File: src/rtl/bin_to_bcd_seq_pkg.sv
`default_nettype none
// ============================================================================
// Module      : bcd_pkg
// Description : Shared types and constants for the sequential binary-to-BCD
//               converter: FSM state encoding, nibble-correction constants and
//               width helpers.
// Ports       : none (package)
// Revision    : 1.0 - initial release
// ============================================================================
package bcd_pkg;

  typedef enum logic [0:0] {
    ST_IDLE  = 1'b0,
    ST_SHIFT = 1'b1
  } state_e;

  // A nibble at or above this value would overflow past 9 after doubling.
  localparam logic [3:0] ADJ_THRESH = 4'd5;
  localparam logic [3:0] ADJ_ADD    = 4'd3;

  // Packed BCD word width for a given digit count.
  function automatic int bcd_width(input int digits);
    return 4 * digits;
  endfunction

  // 10^digits: one past the largest value representable in BCD.
  function automatic longint dec_range(input int digits);
    longint r;
    r = 1;
    for (int i = 0; i < digits; i++) begin
      r = r * 10;
    end
    return r;
  endfunction

endpackage : bcd_pkg
`default_nettype wire

File: src/rtl/bin_to_bcd_seq_if.sv
`default_nettype none
// ============================================================================
// Module      : bin_to_bcd_seq_if
// Description : Request/result bundle between the datapath and the
//               binary-to-BCD converter.
// Ports       : master drives start, bin_in; receives busy, done, bcd_out.
//               slave  receives start, bin_in; drives busy, done, bcd_out.
// Revision    : 1.0 - initial release
// ============================================================================
interface bin_to_bcd_seq_if #(
  parameter int WIDTH  = 13,
  parameter int DIGITS = 4
) ();

  logic                  start;
  logic [WIDTH-1:0]      bin_in;
  logic                  busy;
  logic                  done;
  logic [4*DIGITS-1:0]   bcd_out;

  modport master (
    output start,
    output bin_in,
    input  busy,
    input  done,
    input  bcd_out
  );

  modport slave (
    input  start,
    input  bin_in,
    output busy,
    output done,
    output bcd_out
  );

endinterface : bin_to_bcd_seq_if
`default_nettype wire

File: src/rtl/bin_to_bcd_seq_digit_adj.sv
`default_nettype none
// ============================================================================
// Module      : bcd_digit_adj
// Description : Combinational double-dabble correction cell: a nibble >= 5
//               gets +3 so the following left shift carries correctly into
//               the next decimal digit. No carry out of the nibble.
// Ports       : nib_in  (4) - current BCD digit
//               nib_out (4) - corrected digit, ready to be shifted
// Revision    : 1.0 - initial release
// ============================================================================
module bcd_digit_adj
  import bcd_pkg::*;
(
  input  logic [3:0] nib_in,
  output logic [3:0] nib_out
);

  assign nib_out = (nib_in >= ADJ_THRESH) ? (nib_in + ADJ_ADD) : nib_in;

endmodule : bcd_digit_adj
`default_nettype wire

File: src/rtl/bin_to_bcd_seq.sv
`default_nettype none
// ============================================================================
// Module      : bin_to_bcd_seq
// Description : Iterative shift-add-3 binary-to-BCD converter, one bit per
//               clock. The packed BCD result is registered and only updated on
//               the completion edge, so downstream never sees partial digits.
//               With AUTO set, a new conversion launches whenever bin_in
//               differs from the last launched operand.
// Ports       : clk  - clock, rising edge
//               rst  - asynchronous reset, active low
//               bus  - slave side: start, bin_in in; busy, done, bcd_out out
// Revision    : 1.0 - initial release
// ============================================================================
module bin_to_bcd_seq
  import bcd_pkg::*;
#(
  parameter int WIDTH  = 13,
  parameter int DIGITS = 4,
  parameter int AUTO   = 1
) (
  input  logic           clk,
  input  logic           rst,
  bin_to_bcd_seq_if.slave bus
);

  localparam int              BCD_W    = bcd_width(DIGITS);
  localparam int              CNT_W    = $clog2(WIDTH + 1);
  localparam logic [CNT_W-1:0] CNT_INIT = CNT_W'(WIDTH);
  localparam logic [CNT_W-1:0] CNT_ONE  = CNT_W'(1);

  // Reject parameter sets where the largest operand cannot fit in DIGITS.
  if (dec_range(DIGITS) <= ((64'd1 << WIDTH) - 64'd1)) begin : g_bad_digits
    $error("bin_to_bcd_seq: DIGITS too small for WIDTH");
  end

  state_e             state_q, state_d;
  logic [BCD_W-1:0]   bcd_q, bcd_d;
  logic [WIDTH-1:0]   bin_q, bin_d;
  logic [WIDTH-1:0]   last_bin_q, last_bin_d;
  logic [CNT_W-1:0]   cnt_q, cnt_d;
  logic [BCD_W-1:0]   bcd_out_q, bcd_out_d;
  logic               done_q, done_d;

  logic [BCD_W-1:0]   bcd_adj;
  logic               launch;

  for (genvar g = 0; g < DIGITS; g++) begin : g_digit
    bcd_digit_adj u_adj (
      .nib_in  (bcd_q[4*g +: 4]),
      .nib_out (bcd_adj[4*g +: 4])
    );
  end

  // An explicit start and an AUTO change on the same cycle are one launch.
  assign launch = bus.start || ((AUTO != 0) && (bus.bin_in != last_bin_q));

  always_comb begin
    state_d    = state_q;
    bcd_d      = bcd_q;
    bin_d      = bin_q;
    last_bin_d = last_bin_q;
    cnt_d      = cnt_q;
    bcd_out_d  = bcd_out_q;
    done_d     = 1'b0;

    unique case (state_q)
      ST_IDLE: begin
        if (launch) begin
          bcd_d      = '0;
          bin_d      = bus.bin_in;
          last_bin_d = bus.bin_in;
          cnt_d      = CNT_INIT;
          state_d    = ST_SHIFT;
        end
      end
      ST_SHIFT: begin
        // Corrected digits and binary operand shift as one register; the
        // binary MSB enters the units digit.
        bcd_d = {bcd_adj[BCD_W-2:0], bin_q[WIDTH-1]};
        bin_d = {bin_q[WIDTH-2:0], 1'b0};
        cnt_d = cnt_q - CNT_ONE;
        if (cnt_q == CNT_ONE) begin
          bcd_out_d = {bcd_adj[BCD_W-2:0], bin_q[WIDTH-1]};
          done_d    = 1'b1;
          state_d   = ST_IDLE;
        end
      end
      default: state_d = ST_IDLE;
    endcase
  end

  always_ff @(posedge clk or negedge rst) begin
    if (!rst) begin
      state_q    <= ST_IDLE;
      bcd_q      <= '0;
      bin_q      <= '0;
      last_bin_q <= '0;
      cnt_q      <= '0;
      bcd_out_q  <= '0;
      done_q     <= 1'b0;
    end else begin
      state_q    <= state_d;
      bcd_q      <= bcd_d;
      bin_q      <= bin_d;
      last_bin_q <= last_bin_d;
      cnt_q      <= cnt_d;
      bcd_out_q  <= bcd_out_d;
      done_q     <= done_d;
    end
  end

  assign bus.busy    = (state_q == ST_SHIFT);
  assign bus.done    = done_q;
  assign bus.bcd_out = bcd_out_q;

endmodule : bin_to_bcd_seq
`default_nettype wire
File: src/flat_wrapper.sv
// flat-port wrapper written by rule: the top's interface ports become plain ports
module bin_to_bcd_seq_flat import bcd_pkg::*;
#(
  parameter int WIDTH  = 13,
  parameter int DIGITS = 4,
  parameter int AUTO   = 1
)
  (clk, rst, bus_start, bus_bin_in, bus_busy, bus_done, bus_bcd_out);
  bin_to_bcd_seq_if #(.WIDTH(WIDTH), .DIGITS(DIGITS)) bus_i ();
  input  logic clk;
  input  logic rst;
  input wire logic [$bits(bus_i.start)-1:0] bus_start;
  input wire logic [$bits(bus_i.bin_in)-1:0] bus_bin_in;
  output wire logic [$bits(bus_i.busy)-1:0] bus_busy;
  output wire logic [$bits(bus_i.done)-1:0] bus_done;
  output wire logic [$bits(bus_i.bcd_out)-1:0] bus_bcd_out;
  assign bus_i.start = bus_start;
  assign bus_i.bin_in = bus_bin_in;
  assign bus_busy = bus_i.busy;
  assign bus_done = bus_i.done;
  assign bus_bcd_out = bus_i.bcd_out;
  bin_to_bcd_seq #(.WIDTH(WIDTH), .DIGITS(DIGITS), .AUTO(AUTO)) u_core (.clk(clk), .rst(rst), .bus(bus_i));
endmodule
File: config.mk
export PLATFORM = sky130hd
export DESIGN_NAME = bin_to_bcd_seq_flat
export DESIGN_NICKNAME = d
export VERILOG_FILES = /design/src/rtl/bin_to_bcd_seq_pkg.sv /design/src/rtl/bin_to_bcd_seq_if.sv /design/src/rtl/bin_to_bcd_seq_digit_adj.sv /design/src/rtl/bin_to_bcd_seq.sv /design/src/flat_wrapper.sv
export SDC_FILE = /design/constraint.sdc
export NUM_CORES = 1
export LEC_CHECK = 0
export CAP_MARGIN = 20
export CORE_UTILIZATION = 54
export DETAILED_ROUTE_END_ITERATION = 16
export GPL_TIMING_DRIVEN = 0
export PLACE_DENSITY = 0.77
export SLEW_MARGIN = 10
export SYNTH_ARGS = -nofsm -noshare
export SYNTH_HDL_FRONTEND = slang
export SYNTH_SLANG_ARGS = --single-unit
File: constraint.sdc
create_clock -name clk -period 1.95 [get_ports clk]
set_input_delay 0.2925 -clock clk [delete_from_list [all_inputs] [get_ports clk]]
set_output_delay 0.2925 -clock clk [all_outputs]
set_load 0.03 [all_outputs]
==> impl_metrics.ini <==
[global_route]
antenna_found_initial = 0
grt_pass1_wl_mm = 10.41
gr-total-overflow = 0
grt_max_degree = 65
grtUsageTotal_pct = 22.92
grt_pass1_vias = 2212

[synthesis]
syn_avg_cell_area_sq_um = 10.44
synth_xor_xnor_area_share_pct = 5.476
synth-simple-area-share_pct = 13.87
syn-cell-area_sq_um = 3039
synth_nets = 317
synth_compound_area_share_pct = 12.43
synth_mux_area_share_pct = 7.287
syn_inst = 291
synth-seq-cells = 64
yosysUniqueCellTypes = 26
synth_top_family_by_area = simple AND/OR/NAND/NOR gates
synth_fa_ha_area_share_pct = 4.117
seq_area_frac_synth_pct = 52.70
synth_warnings = 0

[timing]
final.period_utilization_pct = 95.63
worst_pin_slew_ns = 0.7887
post-route-min-period_ns = 1.865
timing.fmax_ghz = 0.5363
slew_viol_final = 0
maxSlewHeadroom_pct = 47.42
tns_ns = 0
finalWorstSetupSlack_ns = 0.08526
hold_violations = 0
setup_violations = 0
finClkSkew_ns = 0.008427

[finish]
antenna_cells = 0
final_common_cell = dfrtp_1
fin_nets = 363
syn_to_final_growth_pct = 22.40
layout-drive-gt1-share_pct = 12.28
final_cell_mix = 64 x dfrtp_1, 36 x nand2_1, 31 x clkdlybuf4s50_1
n_fill_cell = 409
seq_area_sq_um = 1602
final_util_pct = 70.58
multiInputGateArea_sq_um = 1323

[run_status]
status = complete, no violations

[routing]
drcViolationCount = 0
met1_length_mm = 2.785
vias = 2264
drt-total-wl_mm = 6.143
wl_met2_mm = 2.905
vias_per_cell = 5.495
dr.first_iter.drc_count = 114
highest_layer = met4
dr_wl_met3_um = 373
drt_pass1_iterations = 4
drtAntennaViolNets = 0
wl_per_cell_um = 14.91

[setup_path]
required_ns = 2.17
crit_start = bus_bin_in[5]
ff2ff_path_depth = 7
start_kind = input pin
end_kind = register
cp_max_fo = 10
reg2reg_from = u_core.last_bin_q[11]
r2r_slack_ns = 0.11
crit_end = u_core.last_bin_q[1]
cp.arrival_ns = 2.09
crit_type = input pin to register
reg2reg_to = u_core.last_bin_q[1]

[worst_hold_path]
min_path_type = input pin to async pin

[placed_design]
gp_congestion = 0.7650
portBuffers = 33
pre_cts_ws_ns = -0.3908
dp_hpwl_mm = 4.161

[clocking]
cts_tree = built
htree_levels = 3
clkLatencyLatePin_ns = 0.33
cts.clk_slew.worst_paths_ns = 0.07
cts_hold_buf = 0
cts_sinks = 64
clockBufferDepth = 2
ctsRootBufferMaster = clkbuf_8
numCtsBuffers = 9

[power_and_ir_drop]
p_per_area_nw_per_um2 = 1655
max-vdd-ir-drop_mv = 1.141
leakagePower_nw = 1.671

[floorplan]
initial_core_util_pct = 57.67
core-area_sq_um = 5270
row_count = 26
die_w_um = 77.02
dieArea_sq_um = 5932
io-pin-count = 34
die_h_um = 77.02

[run]
drv_cap = 0
==> critical path, stage by stage <==
cell and delay [ns]:
clkdlybuf4s50_1 0.45, xor2_1 0.19, nor4_2 0.30, and4_1 0.25, buf_6 0.14, nor2_4 0.05, buf_12 0.14, mux2_2 0.27
==> flip-flops by register name, summed over array words and instances, names as in the netlist <==
name,flops
u_core.bcd_q,16
u_core.bin_q,13
u_core.bus.bcd_out,16
u_core.bus.busy,1
u_core.bus.done,1
u_core.cnt_q,4
u_core.last_bin_q,13
==> through the flow <==
stage	power (W)	area [sq um]	hold WS, ns	instances
global route	0.006594	3720	0.1027	412
finish	0.006156	3720	0.03329	412
CTS	0.006150	3675	0.06370	410
floorplan	0.004080	3039	-0.003091	291
detailed placement	0.004881	3455	0.4251	394
global placement	0.004773	3457	0.4569	394
==> worst min-delay path by stage <==
stage	from	endpoint	slack [ns]	cells after the start
final	rst	u_core.bus.bcd_out[11]	0.03	1
after global routing	rst	u_core.bus.bcd_out[12]	0.10	1
after CTS	rst	u_core.bin_q[0]	0.06	1
after detailed placement	rst	u_core.bus.bcd_out[11]	0.43	1
after global placement	u_core.bus.bcd_out[9]	u_core.bus.bcd_out[9]	0.46	2
after floorplan	rst	u_core.bcd_q[0]	-0.003	0
==> Yosys cell counts (all sizes together) <==
| cell | n | area (sq um) |
|---|---|---|
| a21oi | 25 | 125.1 |
| a22oi | 2 | 15.01 |
| a2bb2oi | 10 | 87.58 |
| and3 | 1 | 6.260 |
| and4 | 1 | 8.760 |
| buf | 6 | 50.04 |
| clkbuf | 8 | 30.03 |
| dfrtp | 64 | 1602 |
| ha | 10 | 125.1 |
| inv | 12 | 45.04 |
| mux2 | 17 | 191.4 |
| mux2i | 3 | 30.03 |
| nand2 | 36 | 135.1 |
| nand2b | 14 | 87.58 |
| nand3 | 14 | 70.07 |
| nor2 | 8 | 37.54 |
| nor3 | 1 | 5.000 |
| nor3b | 7 | 52.55 |
| nor4 | 3 | 18.77 |
| o21ai | 30 | 150.1 |
| xnor2 | 6 | 52.55 |
| xor2 | 13 | 113.9 |
==> kinds of logic after synthesis <==
logic type | after synthesis
and+or+nand+nor | 85
AOI/OAI and AO/OA | 67
DFF | 64
buffers and inverters | 26
muxes | 20
xor gates and xnor gates | 19
adders and majority gates | 10
==> area by class of cell <==
| type | instances | area share, % |
|---|---|---|
| well taps | 70 | 2.355 |
| flip-flops and latches | 64 | 43.05 |
| repair buffers | 35 | 9.620 |
| inverters | 12 | 1.211 |
| multi-input cells | 201 | 35.55 |
| plain buffers | 14 | 2.455 |
| clock inverters | 3 | 1.749 |
| clock buffers | 13 | 4.003 |
==> power breakdown <==
group	leakage, nW	internal (W)	switching, W
clock	0.108	0.000755	0.000476
sequential	0.789	0.00195	0.000450
combinational	0.775	0.00119	0.00134
==> routing by layer <==
| metal | track usage [%] | up-vias |
|---|---|---|
| met5 | 0 | - |
| met4 | 8.302 | 0 |
| met3 | 6.905 | 11 |
| met2 | 35.80 | 63 |
| met1 | 30.25 | 1099 |
| li1 | - | 1091 |
==> timing repair <==
item,4_1_cts,5_1_grt
endpoints found under the setup margin,11,18
pin swaps,0,3
buffers inserted,0,2
gates resized for setup,1,7
Power figures use the tool's default switching activity.
